$ cat config.mk
export PLATFORM = sky130hd
export DESIGN_NAME = regfile_2r1w
export DESIGN_NICKNAME = d
export VERILOG_FILES = /design/src/rtl/regfile_2r1w.sv
export SDC_FILE = /design/constraint.sdc
export NUM_CORES = 1
export LEC_CHECK = 0
export CAP_MARGIN = 20
export CELL_PAD_IN_SITES_DETAIL_PLACEMENT = 1
export CELL_PAD_IN_SITES_GLOBAL_PLACEMENT = 2
export CORE_MARGIN = 3
export CORE_UTILIZATION = 36
export CTS_CLUSTER_SIZE = 25
export DETAILED_ROUTE_END_ITERATION = 6
export GPL_ROUTABILITY_DRIVEN = 0
export PLACE_DENSITY_LB_ADDON = 0.1
export SLEW_MARGIN = 20
export SYNTH_ARGS = -nofsm -noshare
export SYNTH_HDL_FRONTEND = slang
export SYNTH_SLANG_ARGS = --single-unit
$ cat constraint.sdc
create_clock -name clk -period 5.1 [get_ports clk]
set_clock_uncertainty 0.1 [all_clocks]
set_input_delay 1.02 -clock clk [delete_from_list [all_inputs] [get_ports clk]]
set_output_delay 1.02 -clock clk [all_outputs]
set_load 0.02 [all_outputs]
$ cat src/rtl/regfile_2r1w.sv
// Two-read, one-write register file with hardwired zero register, sticky ALU
// overflow flag and committed-write counter. Define REGFILE_BYPASS_EN for write-through reads.
module regfile_2r1w #(
  parameter int DATA_W = 16,
  parameter int NREGS  = 8,
  localparam int AW    = $clog2(NREGS)
) (
  input  logic              clk,
  input  logic              rst,
  input  logic [AW-1:0]     ra1,
  input  logic [AW-1:0]     ra2,
  output logic [DATA_W-1:0] rd1,
  output logic [DATA_W-1:0] rd2,
  input  logic              we,
  input  logic [AW-1:0]     wa,
  input  logic [DATA_W-1:0] wd,
  input  logic              ovf_in,
  input  logic              ovf_clr,
  output logic              ovf_sticky,
  output logic [7:0]        wr_cnt
);

  logic [DATA_W-1:0] regs [NREGS];
  logic              write_hit;
  logic [DATA_W-1:0] stored1;
  logic [DATA_W-1:0] stored2;

  assign write_hit = we && (wa != '0);

  always_ff @(posedge clk or posedge rst) begin
    if (rst) begin
      for (int i = 0; i < NREGS; i++) begin
        regs[i] <= '0;
      end
    end else if (write_hit) begin
      regs[wa] <= wd;
    end
  end

  // Counter only sees writes that actually land in a register.
  always_ff @(posedge clk or posedge rst) begin
    if (rst) begin
      wr_cnt <= 8'd0;
    end else if (write_hit) begin
      wr_cnt <= wr_cnt + 8'd1;
    end
  end

  // Set outranks clear; address 0 writes still report overflow.
  always_ff @(posedge clk or posedge rst) begin
    if (rst) begin
      ovf_sticky <= 1'b0;
    end else if (we && ovf_in) begin
      ovf_sticky <= 1'b1;
    end else if (ovf_clr) begin
      ovf_sticky <= 1'b0;
    end
  end

  always_comb begin
    stored1 = (ra1 == '0) ? '0 : regs[ra1];
    stored2 = (ra2 == '0) ? '0 : regs[ra2];
  end

`ifdef REGFILE_BYPASS_EN
  always_comb begin
    rd1 = '0;
    rd2 = '0;
    if (!rst) begin
      rd1 = (write_hit && (ra1 == wa)) ? wd : stored1;
      rd2 = (write_hit && (ra2 == wa)) ? wd : stored2;
    end
  end
`else
  always_comb begin
    rd1 = '0;
    rd2 = '0;
    if (!rst) begin
      rd1 = stored1;
      rd2 = stored2;
    end
  end
`endif

endmodule

**Word level (Yosys, flattened, before mapping)**

Cells that the tools add are included.
W data, S select, Z words.

- Register bits after elaboration: 137
- Input port bits: 30
- Output and inout bits: 41
- Word-level logic and storage cells: 40

- Add/sub/neg operators: 1
- Magnitude comparators: 4
- Multiplexer cells: 15
- Bitwise operators: 3
- Reductions and logical operators: 7

Operators with widths:

| cell | count |
|---|---|
| $mux W16 | 9 |
| $bwmux W128 | 1 |
| $bmux W16 S3 | 2 |
| $demux W16 S3 | 1 |
| $ge A4 B4 Y1 const B | 3 |
| $not A3 Y4 | 3 |
| $add A8 B1 Y8 const B | 1 |
| $logic_not A3 Y1 | 2 |
| $lt A4 B1 Y1 const B | 1 |
| $logic_and A1 B1 Y1 | 3 |
| $reduce_bool A3 Y1 | 1 |
| $mux W1 | 2 |
| $reduce_bool A2 Y1 | 1 |

**Depth between registers and ports, before layout**

- Word-level depth: 6
- Mapped depth: 6
- Mapped depth without buffers: 4

**Worst setup path before layout**

OpenSTA, ideal clock, no wires.

- Path type: input -> output
- Start point: in rst
- End point: out rd1[15]
- Data arrival time: 4.386 ns
- Required time: 3.980 ns
- Setup slack: -0.406 ns
- Stages: 3
- Buffers on the path: 0
- Cells stage by stage: inv_1 -> o21ai_0 -> a31oi_1

- Word-level cells in the longest chain between the ends: 1

Ends and longest elaborated chain:

| item | RTL line | RTL |
|---|---|---|
| start, declared | 9 | `input logic rst,` |
| $mux W16 | 78 | `if (!rst) begin` |
| end, declared | 12 | `output logic [DATA_W-1:0] rd1,` |

Every way passes these cells.

**Worst setup path after layout**

- Start point: in ra1[2]
- End point: out rd1[1]

- Word-level cells in the longest chain between the ends: 6
- Elaborated cells on any way between the ends: 7
- Classes of those cells: 5 x mux; 1 x bitwise; 1 x reduce/logical

Ends and longest elaborated chain:

| item | RTL line | RTL |
|---|---|---|
| start, declared | 10 | `input logic [AW-1:0] ra1,` |
| $not A3 Y4 (implied by the code) | 61 | `stored1 = (ra1 == '0) ? '0 : regs[ra1];` |
| $bmux W16 S3 | 61 |  |
| $mux W16 (implied by the code) (2 in a row) | 61 |  |
| $mux W16 (*) | 61 |  |
| $mux W16 (*) | 78 |  |

Every way passes the cells marked *; elsewhere a longest branch is shown, timed or not. The select of a mux whose other input is x is not followed.

==> flow_metrics.tcl <==
set metrics [dict create \
    outcome "finished clean" \
    timing.reg2reg.setup_slack_ps 3850 \
    synthDominantAreaCellType "dfrtp_1" \
    arrival_ps 3530 \
    hold_violations 0 \
    synth_sequential_area_ratio_pct 44.7 \
    num_rows 49 \
    synthTopCellsByCount "mux2_2, dfrtp_1, nor3_1, a221oi_1, mux2_4" \
    maxClockFrequency_ghz 0.215 \
    worst_pin_slew_ps 954 \
    num_vias 4477 \
    drive_gt1_share_pct 42.4 \
    drt-vias-per-instance 5.58 \
    yosys_warnings 0 \
    report.final.setup_viol 0 \
    postRouteAntennaNets 0 \
    grt.met2_usage_pct 31.6 \
    clk_pin_slew_worst_paths_ps 60 \
    maxCapViolCount 0 \
    drt-pass1-iter-count 4 \
    power.static_leakage_nw 3.37 \
    synth_area_per_cell_um2 13.9 \
    critical_path.slowest_cell "nor2b_2" \
    powerDensity_nw_per_um2 430 \
    tns_ps 0 \
    fin_cells 802 \
    use_met3_pct 3.55 \
    critical_path.n_buffers_inverters 2 \
    period_share_pct 91.1 \
    grt-busiest-layer "met2" \
    final.min_clock_period_ps 4650 \
    placedCellCount 770 \
    cts.hold.buffers_added 0 \
    grt_use_met1_pct 26.5 \
    ioPinCount 71 \
    cp-end-kind "primary output" \
    timing.max_slew.rel_slack_pct 36.3 \
    most_frequent_cell_after_synthesis "mux2_2" \
    numCtsBuffers 17 \
    cts.htree.levels 4 \
    dieArea_um2 20500 \
    post_cts_resized 0 \
    grt_max_degree 57 \
    detailedPlacementHpwl_um 11900 \
    drt_drc_violations_left 0 \
    worst-path-max-fanout 15 \
    cts.sinks 121 \
    cts_max_path_buffers 2 \
    synth.net_count 519 \
    grt_remaining_overflow 0 \
    portBuffers 70 \
    routedWlPerCell_um 23.8 \
    n_antenna_cell 0 \
    syn_to_layout_area_delta_pct 21.7 \
    crit_path_frequent_cell "clkdlybuf4s50_1" \
    synthCells 488 \
    start_kind "input pin" \
    postSynth.topFlopCell "dfrtp_1" \
    synth.ff_latch_count 121 \
    slew_viol_final 0 \
    critical_path.max_stage_delay_ps 750 \
    worst_skew_pair.late_latency_ps 420 \
    number_of_enable_flip_flop_cells_after_synthesis 0 \
    first_global_vias 4933 \
    postSynth.asyncResetShare_pct 100 \
    fp.dieH_um 143 \
    ir_drop_uv 239 \
    share_of_the_synthesized_area_in_the_top_cell_type_pct 44.7 \
    crit_chain "clkdlybuf4s50_1 -> nor2b_2 -> a221oi_1 -> nor3_1 -> clkdlybuf4s50_1" \
    routed_wl_um 19100 \
    worstPathRequired_ps 3980 \
    synth_cell_types 35 \
    drt_iter0_markers 185 \
    netlist_top_cells_area "dfrtp_1, mux2_2, mux4_2, mux2_4, a221oi_1" \
    clk_root_buffer_cell "clkbuf_16" \
    hold_class "flip-flop to flip-flop" \
    syn-cell-area_um2 6770 \
    dieWidth_um 143 \
    initial_antenna_violation_count 0 \
    gr-usage-all-layers_pct 19.4 \
    grt_first_pass_wirelength_um 29700 \
    rsz0062_at_grt "no" \
    timing.critical_path.max_delay_family "buffers and inverters" \
    initial_utilization_pct 37.2 \
    placeableCoreArea_um2 18200 \
    cts_tree "yes" \
    worstSetupPathType "input pin to primary output" \
    cts.repair_timing.setup_buffer_count 0 \
    final_nets 591 \
]
[metrics by stage]
| stage | cell area [um^2] | util, % | hold WS (ps) | worst slack [ps] | total power, mW |
|---|---|---|---|---|---|
| floorplan | 6780 | - | 368 | 833 | 1.96 |
| global placement | 7590 | 41.7 | 359 | 521 | 2.24 |
| detailed placement | 7610 | 41.8 | 390 | 429 | 2.28 |
| CTS | 8240 | 45.3 | 402 | 435 | 3.58 |
| global route | 8240 | 45.3 | 423 | 402 | 3.72 |
| finish | 8240 | 45.3 | 392 | 454 | 3.54 |
[layout by cell type, fill, tap and decap left out, types with 6 or more instances in the layout]
cell / n
clkdlybuf4s50_1: 68
clkbuf_16: 17
mux4_2: 19
buf_4: 21
mux2_4: 21
mux2_2: 137
mux2_1: 11
o22ai_1: 12
nand2_1: 7
nor2b_1: 18
nor3_1: 32
dfrtp_1: 121
a221oi_1: 30
xor2_1: 6
[worst paths after layout]
path                                       start               endpoint  cells past startpoint
max                                       ra1[2]                 rd1[1]                      5
min                        wr_cnt[4]$_DFFE_PP0P_  wr_cnt[4]$_DFFE_PP0P_                      1
max reg2reg                wr_cnt[2]$_DFFE_PP0P_  wr_cnt[7]$_DFFE_PP0P_                      3
min reg2reg                wr_cnt[4]$_DFFE_PP0P_  wr_cnt[4]$_DFFE_PP0P_                      1
max in group asynchronous                    rst   regs[73]$_DFFE_PP0P_                      4
min in group asynchronous                    rst   regs[24]$_DFFE_PP0P_                      2
[cell type report]
type / count / area (um^2)
clock buffer: 19 / 453
clock inverter: 13 / 175
timing repair buffer: 92 / 868
multi-input combinational: 323 / 3410
sequential: 121 / 3030
inverter: 5 / 22.5
tap: 229 / 287
fill: 1820 / 9970
[registers in the layout, summed over array words and instances, names as in the netlist]
name        count
regs          112
ovf_sticky      1
wr_cnt          8
[metal layers]
| layer | vias to the layer above | part of all wire [%] |
|---|---|---|
| met5 | - | 0 |
| met4 | 0 | 1.2 |
| met1 | 2368 | 48 |
| met3 | 14 | 2.9 |
| li1 | 2014 | - |
| met2 | 81 | 48 |
[cell families after synthesis]
| kind of cell | count (synthesis) | share of synthesized area (%) |
|---|---|---|
| xor gates and xnor gates | 7 | 0.905 |
| adders and majority gates | 1 | 0.185 |
| DFF | 121 | 44.7 |
| and+or+nand+nor | 78 | 7.57 |
| muxes | 189 | 36.0 |
| buffers and inverters | 44 | 4.95 |
| AOI/OAI and AO/OA | 48 | 5.71 |
[power breakdown]
| part | leakage [nW] | internal (mW) | total, mW | switching, mW |
|---|---|---|---|---|
| Sequential | 1.45 | 1.19 | 1.38 | 0.184 |
| Combinational | 1.62 | 0.515 | 0.884 | 0.369 |
| Clock | 0.301 | 0.837 | 1.28 | 0.443 |
| Total | 3.37 | 2.54 | 3.54 | 0.997 |
No activity file was read; power rests on OpenSTA's default activity.
